## config.mk

```make
export PLATFORM = sky130hd
export DESIGN_NAME = rv32i_id_stage
export DESIGN_NICKNAME = d
export VERILOG_FILES = /design/src/rtl/rv32i_id_stage.sv
export SDC_FILE = /design/constraint.sdc
export NUM_CORES = 2
export LEC_CHECK = 0
export BUFFER_PORTS_ARGS = -buffer_cell sky130_fd_sc_hd__buf_2
export CAP_MARGIN = 20
export CORE_MARGIN = 2
export CORE_UTILIZATION = 48
export DETAILED_ROUTE_END_ITERATION = 12
export GPL_TIMING_DRIVEN = 0
export PLACE_DENSITY = 0.75
export SYNTH_ARGS = -nofsm -noshare
export SYNTH_HDL_FRONTEND = slang
export SYNTH_SLANG_ARGS = --single-unit
```

## constraint.sdc

```tcl
create_clock -name clk -period 13.21 [get_ports clk]
set_input_delay 3.963 -clock clk [delete_from_list [all_inputs] [get_ports clk]]
set_output_delay 3.963 -clock clk [all_outputs]
set_load 0.1 [all_outputs]
```

## src/rtl/rv32i_id_stage.sv

```systemverilog
// RV32I instruction-decode stage: 32x32 register file with write-through bypass,
// jump/branch resolution back to fetch, wrong-path squash and the ID/EX register.
module rv32i_id_stage #(
  parameter int unsigned SQUASH_CYCLES = 2,
  parameter logic [31:0] RESET_PC      = 32'h0000_0000
) (
  input  logic        clk,
  input  logic        reset,
  input  logic [31:0] iw_in,
  input  logic [31:0] pc_in,
  input  logic        wb_enable,
  input  logic [4:0]  wb_rd,
  input  logic [31:0] wb_data,
  output logic        jump_enable,
  output logic [31:0] jump_addr,
  output logic [31:0] pc_ex,
  output logic [31:0] iw_ex,
  output logic [31:0] rs1_data_ex,
  output logic [31:0] rs2_data_ex,
  output logic [31:0] imm_ex,
  output logic [4:0]  rd_ex,
  output logic [4:0]  rs1_ex,
  output logic [4:0]  rs2_ex,
  output logic        wb_en_ex,
  output logic        illegal_ex
);
  localparam logic [31:0] NOP = 32'h0000_0013;
  localparam int unsigned CW  = (SQUASH_CYCLES < 2) ? 1 : $clog2(SQUASH_CYCLES + 1);

  typedef enum logic [6:0] {
    OPC_LUI     = 7'b0110111,
    OPC_AUIPC   = 7'b0010111,
    OPC_JAL     = 7'b1101111,
    OPC_JALR    = 7'b1100111,
    OPC_BRANCH  = 7'b1100011,
    OPC_LOAD    = 7'b0000011,
    OPC_STORE   = 7'b0100011,
    OPC_OPIMM   = 7'b0010011,
    OPC_OP      = 7'b0110011,
    OPC_MISCMEM = 7'b0001111,
    OPC_SYSTEM  = 7'b1110011
  } opcode_e;

  logic [31:0]   rf_q [32];
  logic [CW-1:0] sq_q, sq_d;
  logic [4:0]    rs1_idx, rs2_idx, rd_idx;
  logic [2:0]    funct3;
  logic [31:0]   rs1_val, rs2_val;
  logic [31:0]   imm_i, imm_s, imm_b, imm_u, imm_j, imm;
  logic [31:0]   target;
  logic          has_rd, legal, taken, valid;

  assign rs1_idx = iw_in[19:15];
  assign rs2_idx = iw_in[24:20];
  assign rd_idx  = iw_in[11:7];
  assign funct3  = iw_in[14:12];
  assign valid   = (sq_q == '0);

  assign imm_i = {{20{iw_in[31]}}, iw_in[31:20]};
  assign imm_s = {{20{iw_in[31]}}, iw_in[31:25], iw_in[11:7]};
  assign imm_b = {{19{iw_in[31]}}, iw_in[31], iw_in[7], iw_in[30:25], iw_in[11:8], 1'b0};
  assign imm_u = {iw_in[31:12], 12'h000};
  assign imm_j = {{11{iw_in[31]}}, iw_in[31], iw_in[19:12], iw_in[20], iw_in[30:21], 1'b0};

  // Writeback in the same cycle is visible to the read (write-through bypass).
  always_comb begin
    rs1_val = '0;
    rs2_val = '0;
    if (rs1_idx != '0)
      rs1_val = (wb_enable && wb_rd == rs1_idx) ? wb_data : rf_q[rs1_idx];
    if (rs2_idx != '0)
      rs2_val = (wb_enable && wb_rd == rs2_idx) ? wb_data : rf_q[rs2_idx];
  end

  always_comb begin
    imm    = '0;
    has_rd = 1'b0;
    legal  = 1'b1;
    taken  = 1'b0;
    target = '0;
    case (iw_in[6:0])
      OPC_LUI, OPC_AUIPC: begin
        imm    = imm_u;
        has_rd = 1'b1;
      end
      OPC_JAL: begin
        imm    = imm_j;
        has_rd = 1'b1;
        taken  = 1'b1;
        target = pc_in + imm_j;
      end
      OPC_JALR: begin
        imm    = imm_i;
        has_rd = 1'b1;
        taken  = 1'b1;
        target = (rs1_val + imm_i) & ~32'd1;
      end
      OPC_BRANCH: begin
        imm    = imm_b;
        target = pc_in + imm_b;
        case (funct3)
          3'b000:  taken = (rs1_val == rs2_val);
          3'b001:  taken = (rs1_val != rs2_val);
          3'b100:  taken = ($signed(rs1_val) <  $signed(rs2_val));
          3'b101:  taken = ($signed(rs1_val) >= $signed(rs2_val));
          3'b110:  taken = (rs1_val <  rs2_val);
          3'b111:  taken = (rs1_val >= rs2_val);
          default: legal = 1'b0;
        endcase
      end
      OPC_LOAD, OPC_OPIMM, OPC_SYSTEM: begin
        imm    = imm_i;
        has_rd = 1'b1;
      end
      OPC_MISCMEM: imm = imm_i;
      OPC_STORE:   imm = imm_s;
      OPC_OP:      has_rd = 1'b1;
      default:     legal = 1'b0;
    endcase
  end

  // Reset gates the jump combinationally so fetch never redirects while held.
  assign jump_enable = reset & valid & taken;
  assign jump_addr   = jump_enable ? target : pc_in + 32'd4;

  always_comb begin
    sq_d = sq_q;
    if (jump_enable)
      sq_d = CW'(SQUASH_CYCLES);
    else if (sq_q != '0)
      sq_d = sq_q - CW'(1);
  end

  always_ff @(posedge clk or negedge reset) begin
    if (!reset) begin
      sq_q <= '0;
      for (int unsigned i = 0; i < 32; i++)
        rf_q[i] <= '0;
    end else begin
      sq_q <= sq_d;
      if (wb_enable && wb_rd != '0)
        rf_q[wb_rd] <= wb_data;
    end
  end

  always_ff @(posedge clk or negedge reset) begin
    if (!reset) begin
      pc_ex       <= RESET_PC;
      iw_ex       <= NOP;
      rs1_data_ex <= '0;
      rs2_data_ex <= '0;
      imm_ex      <= '0;
      rd_ex       <= '0;
      rs1_ex      <= '0;
      rs2_ex      <= '0;
      wb_en_ex    <= 1'b0;
      illegal_ex  <= 1'b0;
    end else if (valid) begin
      pc_ex       <= pc_in;
      iw_ex       <= iw_in;
      rs1_data_ex <= rs1_val;
      rs2_data_ex <= rs2_val;
      imm_ex      <= imm;
      rd_ex       <= has_rd ? rd_idx : '0;
      rs1_ex      <= rs1_idx;
      rs2_ex      <= rs2_idx;
      wb_en_ex    <= has_rd && (rd_idx != '0);
      illegal_ex  <= !legal;
    end else begin
      pc_ex       <= pc_in;
      iw_ex       <= NOP;
      rs1_data_ex <= '0;
      rs2_data_ex <= '0;
      imm_ex      <= '0;
      rd_ex       <= '0;
      rs1_ex      <= '0;
      rs2_ex      <= '0;
      wb_en_ex    <= 1'b0;
      illegal_ex  <= 1'b0;
    end
  end
endmodule

```

## After elaboration in Yosys (flattened, before gate mapping)

Cells that the tools add are included.
Widths: inputs -> output; s select.

| word-level totals | value |
|---|---|
| bits in registers | 1,203 |
| bits in latches | 0 |
| bits in writable memories | 0 |
| memory bits (read-only) | 0 |
| output and inout bits | 210 |
| logic and storage cells | 134 |
| memories kept | 0 |

| operators by class | value |
|---|---|
| $add $sub $neg | 5 |
| multipliers | 0 |
| div/mod/pow operators | 0 |
| order comparisons | 8 |
| equal/unequal tests | 20 |
| shift-type cells | 0 |
| multiplexer cells | 33 |
| bitwise gates (word level) | 5 |
| reduce and logical (&&, ||, !) cells | 20 |

Operator list:

| operator | count |
|---|---|
| $bwmux 1024 | 1 |
| $mux 32 | 14 |
| $bmux 32 s5 | 2 |
| $demux 32 s5 | 1 |
| $pmux 32 s5 | 1 |
| $add 32x32->32 | 3 |
| $pmux 32 s3 | 1 |
| $ge 32x32->1 | 2 |
| $lt 32x32->1 | 2 |
| $add 32x3->32 const B | 1 |
| $eq 32x32->1 | 1 |
| $ne 32x32->1 | 1 |
| $eq 7x7->1 const B | 4 |
| $eq 7x6->1 const B | 3 |
| $mux 5 | 4 |
| $reduce_bool 5->1 | 4 |
| $ge 6x6->1 const B | 3 |
| $not 5->6 | 3 |
| $eq 7x5->1 const B | 2 |
| $eq 3x3->1 const B | 4 |
| $eq 5x5->1 | 2 |
| $reduce_or 10->1 | 1 |
| $reduce_or 8->1 | 1 |
| $eq 7x2->1 const B | 1 |
| 17 further kinds | 29 |

## Logic depth before layout (Yosys ltp)

| logic depth | value |
|---|---|
| depth after elaboration | 11 |
| gate-level depth with buffers | 25 |
| gate-level depth less buffers | 19 |

## Least setup slack after synthesis

No wires, ideal clock.

| path | value |
|---|---|
| path kind | input to output |
| start point | input iw_in[20] |
| end point | output jump_addr[15] |
| data arrival time | 10.707 ns |
| required time | 9.247 ns |
| setup slack | -1.460 ns |
| stages on the path | 20 |
| cells stage by stage | buf_2 -> buf_2 -> buf_1 -> mux4_2 -> mux4_2 -> mux2i_1 -> nand2_1 -> o211ai_1 -> ha_1 -> a21o_1 -> a21o_1 -> a221o_1 -> a221o_1 -> a211o_1 -> mux2i_1 -> a41oi_1 -> or2_1 -> buf_2 -> clkbuf_1 -> o21ai_0 |

| on the way | value |
|---|---|
| word-level cells in the longest chain between the ends | 11 |

RTL lines:

| element | RTL line | source |
|---|---|---|
| from (decl) | 9 | `input logic [31:0] iw_in,` |
| $not 5->6 (not written as such) | 72 | `rs2_val = (wb_enable && wb_rd == rs2_idx) ? wb_data : rf_q[rs2_idx];` |
| $bmux 32 s5 | 72 |  |
| $mux 32 (not written as such) (2 in a row) | 72 |  |
| $mux 32 | 72 |  |
| $mux 32 | 71 | `if (rs2_idx != '0)` |
| $ge 32x32->1, or another cell as far along | 107 | `3'b111: taken = (rs1_val >= rs2_val);` |
| $pmux 1 s6 | 101 | `case (funct3)` |
| $pmux 1 s2 | 81 | `case (iw_in[6:0])` |
| $and 1x1->1 | 123 | `assign jump_enable = reset & valid & taken;` |
| $mux 32 (*) | 124 | `assign jump_addr = jump_enable ? target : pc_in + 32'd4;` |
| to (decl) | 15 | `output logic [31:0] jump_addr,` |

Every way passes the cells marked *; elsewhere a longest branch is shown, timed or not. The select of a mux whose other input is x is not followed.

## Final worst setup path

| path | value |
|---|---|
| start point | input iw_in[22] |
| end point | output jump_addr[16] |

The elaborated chain is that of the path after synthesis.

==> flow_results.org <==
** Final layout
- # nets final :: 5,284
- Area Growth Syn to Fin :: 20.5%
- Post-route cell area :: 78,300 um^2
- Leading cell type in the layout, fill and taps excluded :: dfrtp_1
- Final-layout fill cell count :: 10,200
- Share of post-route cells with drive strength above 1 :: 0.510
- Layout Utilization :: 0.581
- Commonest cells after routing, fill and taps aside :: 1,190 x dfrtp_1, 993 x mux2_2, 636 x mux4_2, 280 x buf_2, 245 x clkbuf_1

** Outcome
- Violations in the final reports :: setup timing
- Run status :: complete, but fails checks

** Pwr
- The design draws 0.0126 W.
- Leakage power :: 34.6 nW
- Peak VDD IR :: 0.000101 V
- For this design the ratio of total power to cell area is 160 nW/um^2.

** Logic synthesis
- Net Count, Synth :: 4,661
- The share of the synthesized area in compound gates (AO/OA/AOI/OAI) was 0.0387.
- Count of unique library cells instantiated by Yosys :: 75
- Counting flops and latches in the post-synthesis netlist gives 1,193.
- The Yosys step of the flow raised 0 warnings.
- Summed over all instances, the cell type with the most area after synthesis is dfrtp_1.
- The share of synthesized area in the top cell type comes to 0.458.
- Synth async-reset ratio :: 1.00
- By area, the combinational part of the netlist is dominated by multiplexers.
- XOR/XNOR Fraction of Synth Area :: 0.0120
- The cell area that synthesis handed to floorplanning was 65,000 um^2.
- Of the total synthesized cell area, the portion taken by AND, OR, NAND and NOR gates is 0.0387.
- Multiplexer fraction of the synthesized cell area :: 0.403
- For this run, the register share of the synthesized area comes to 0.459.
- The cell count after synthesis came out at 4,461.
- Among all flip-flop cells after synthesis, the most frequent one is dfrtp_1.
- Post-synthesis share of cell area spent on full adders, half adders and majority gates :: 0.0187
- In this run the mean area of a mapped cell was 14.6 um^2.
- Cells taking the most area after synthesis :: dfrtp_1 46%, mux4_2 22%, mux2_2 17%
- Number of enable-type register cells in the synthesized netlist :: 0

** Routing
- Routed WL :: 241,000 um
- Dividing the detail-routed via count by the number of cells gives 6.82.
- Routed wirelength normalized by instance count :: 34.4 um
- Once detail routing completed, the nets flagged for antenna violations numbered 0.
- Total via count after detailed routing :: 47,600
- The first routing iteration left 6,574 violations.
- The first TritonRoute pass finished after 8 iterations.
- Post-detailed-route DRC marker count :: 0

** Worst hold path
- The path class of the tightest hold or removal check is flop to flop.
- The path with the worst hold slack has its endpoint at rf_q[999].
- The worst hold path begins at rf_q[999].
- Along the worst hold path, the cell count comes to 1.

** Worst setup path
- The setup check on the worst reg-to-reg path leaves a slack of 8.07 ns.
- The worst register-to-register path begins at rf_q[31].
- Critical Path RT :: 9.25 ns
- Crit path arrival time :: 9.44 ns
- Endpoint kind of the worst setup timing path :: primary output
- The worst register-to-register path ends at sq_q[0].
- STA classifies the critical path startpoint as an input port.
- Measured in cells, the most critical reg-to-reg path has a length of 21.
- Along the worst path, the maximum fanout reaches 10.
- Worst setup path class :: input port to primary output

** STA
- Setup repair after global routing could not meet its margin everywhere.
- Peak clock frequency supported by timing :: 74.6 MHz
- Fin worst setup slack :: -0.193 ns
- Setup violations remaining at the end of the flow were counted as 31.
- After routing, the total negative slack on setup checks comes to -2.49 ns.
- Clock skew after layout :: 0.0291 ns
- The count of final max-slew check failures is 0.
- At the pin with the least slew margin, the transition time is 1.30 ns.
- Dividing the final minimum period by the clock period gives 1.01.
- Relative slew slack :: 0.132
- The final hold violation count was 0.
- Min cycle time layout :: 13.40 ns

** Placement
- Final RePlAce weighted congestion :: 0.972
- The count of buffers added on input and output ports is 303.
- HPWL after detailed placement :: 171,000 um
- OpenSTA, run right after detailed placement, puts the worst setup slack at -2.90 ns.
- Post-DP Area :: 70,200 um^2

** Global route
- Via count of the first global-routing pass :: 47,300
- The first global-routing pass estimated 339,000 um of wire.
- Remaining global-route overflow :: 0
- Entering global routing, the biggest net connects 174 pins.
- The initial antenna violation count came to 26.
- For this run, the total global-route usage over all layers was measured as 0.347.

** Clocking
- H-tree levels :: 4
- Maximum clock path buffer count :: 3
- Number of clock buffers inserted by TritonCTS :: 131
- TritonCTS built the clock tree.
- Clock latency on the worst-skew pair, taken at its later pin, is 0.81 ns.
- The tree is rooted in a clkbuf_16.
- The clock net in this run drives a total of 1,193 sinks.
- Register clock-pin slew on the reported worst setup and hold paths :: 0.05 ns
- Hold repair after CTS inserted 0 buffers.

** Floorplanning
- Placement Rows :: 135
- The die covers 138,000 um^2.
- For this configuration, the core starts out at a cell density of 0.482.
- Vertical die dimension :: 372 um
- Io pins :: 314
- After floorplanning, the core was sized to cover 135,000 um^2.
- Width of the die :: 372 um

** Flow run
- Max-cap violations in this run came to 0.
==> how the worst max path moves through the flow <==
stage / startpoint / end / slack [ns] / cells past startpoint
after floorplan: iw_in[15] / jump_addr[21] / -0.08 / 21
after global placement: reset / jump_addr[23] / -18.05 / 9
after detailed placement: iw_in[21] / jump_addr[20] / -2.90 / 22
after CTS: iw_in[15] / jump_addr[16] / -0.10 / 24
after global routing: iw_in[20] / jump_addr[16] / -0.17 / 23
final: iw_in[22] / jump_addr[16] / -0.19 / 22
==> timing repair <==
item | CTS | global route
buffers inserted | 79 | 44
pin swaps | 39 | 26
resized for setup | 478 | 135
endpoints found under the setup margin | 33 | 33
gates cloned | 3 | 2
==> synth_stat cells, drive strengths merged, types with 9 or more instances <==
master,count
dfrtp,1190
mux2,993
mux4,636
clkbuf,308
nor2,164
nand2,154
buf,138
a21oi,106
ha,94
mux2i,71
and2,54
xnor2,51
a21o,48
nand3,40
o21ai,38
xor2,38
o211ai,37
a211oi,36
inv,34
nor3,21
nand4,17
a221oi,15
and3,15
nor2b,13
a31oi,12
o21bai,11
nand2b,10
nor4,10
a22oi,9
==> power by group <==
group / internal, W / switching, W / leakage (nW)
clock: 0.00225 / 0.00159 / 2.17
combinational: 0.00173 / 0.00220 / 17.1
sequential: 0.00432 / 0.000472 / 15.4
==> metal layers <==
layer,vias up,global-route usage,wire length [um],share of wire
li1,18400,-,-,-
met1,24800,0.437,85300,0.35
met2,3500,0.515,107000,0.45
met3,873,0.131,31700,0.13
met4,26,0.201,16200,0.067
met5,-,0.00175,161,0.00067
==> logic make-up (layout without fill, tap and decap cells) <==
logic type      count (synthesis)  count (layout)
compound gates                369             369
xor+xnor                       89              89
fa+ha+maj                      96              96
buf+inv                       481            1207
flops                        1193            1193
mux                          1700            1700
other cells                     0              17
simple gates                  533             533
==> through the flow <==
step | std cells | hold slack, ns
detailed placement | 6602 | 0.466
floorplan | 4461 | 0.441
CTS | 6920 | 0.481
global route | 6973 | 0.494
global placement | 6545 | 0.452
finish | 6985 | 0.476
==> critical path, stage by stage <==
cell and delay [ns]:
buf_2 0.15, clkbuf_2 0.44, clkbuf_4 0.44, nor4_1 0.11
nand2_1 0.31, buf_2 0.41, o211ai_1 0.24, ha_1 0.38
a21o_1 0.20, a21o_1 0.21, a21oi_4 0.22, o211ai_1 0.26
a211o_4 0.46, mux2i_1 0.17, a41oi_1 0.15, or2_1 0.27
buf_6 0.16, clkbuf_16 0.18, buf_12 0.14, a221oi_4 0.29
a21oi_4 0.09, buf_12 0.18
==> cell type report <==
cell class                 instances  area [um^2]  area share
multi-input combinational       2787        34200       0.436
sequential                      1193        29900       0.381
timing repair buffer             492         4150      0.0530
clock buffer                     194         3860      0.0493
buffer                           444         3330      0.0425
tap                             1781         2230      0.0284
clock inverter                    42          564     0.00720
inverter                          35          136     0.00174
antenna                           17         42.5    0.000543
==> flip-flops by register name (all words and copies together), names as in the netlist <==
register,cells
illegal_ex,1
imm_ex,32
iw_ex,24
pc_ex,32
rd_ex,5
rf_q,1024
rs1_data_ex,32
rs1_ex,4
rs2_data_ex,32
rs2_ex,4
sq_q,2
wb_en_ex,1
(Power assumes the default switching activity.)
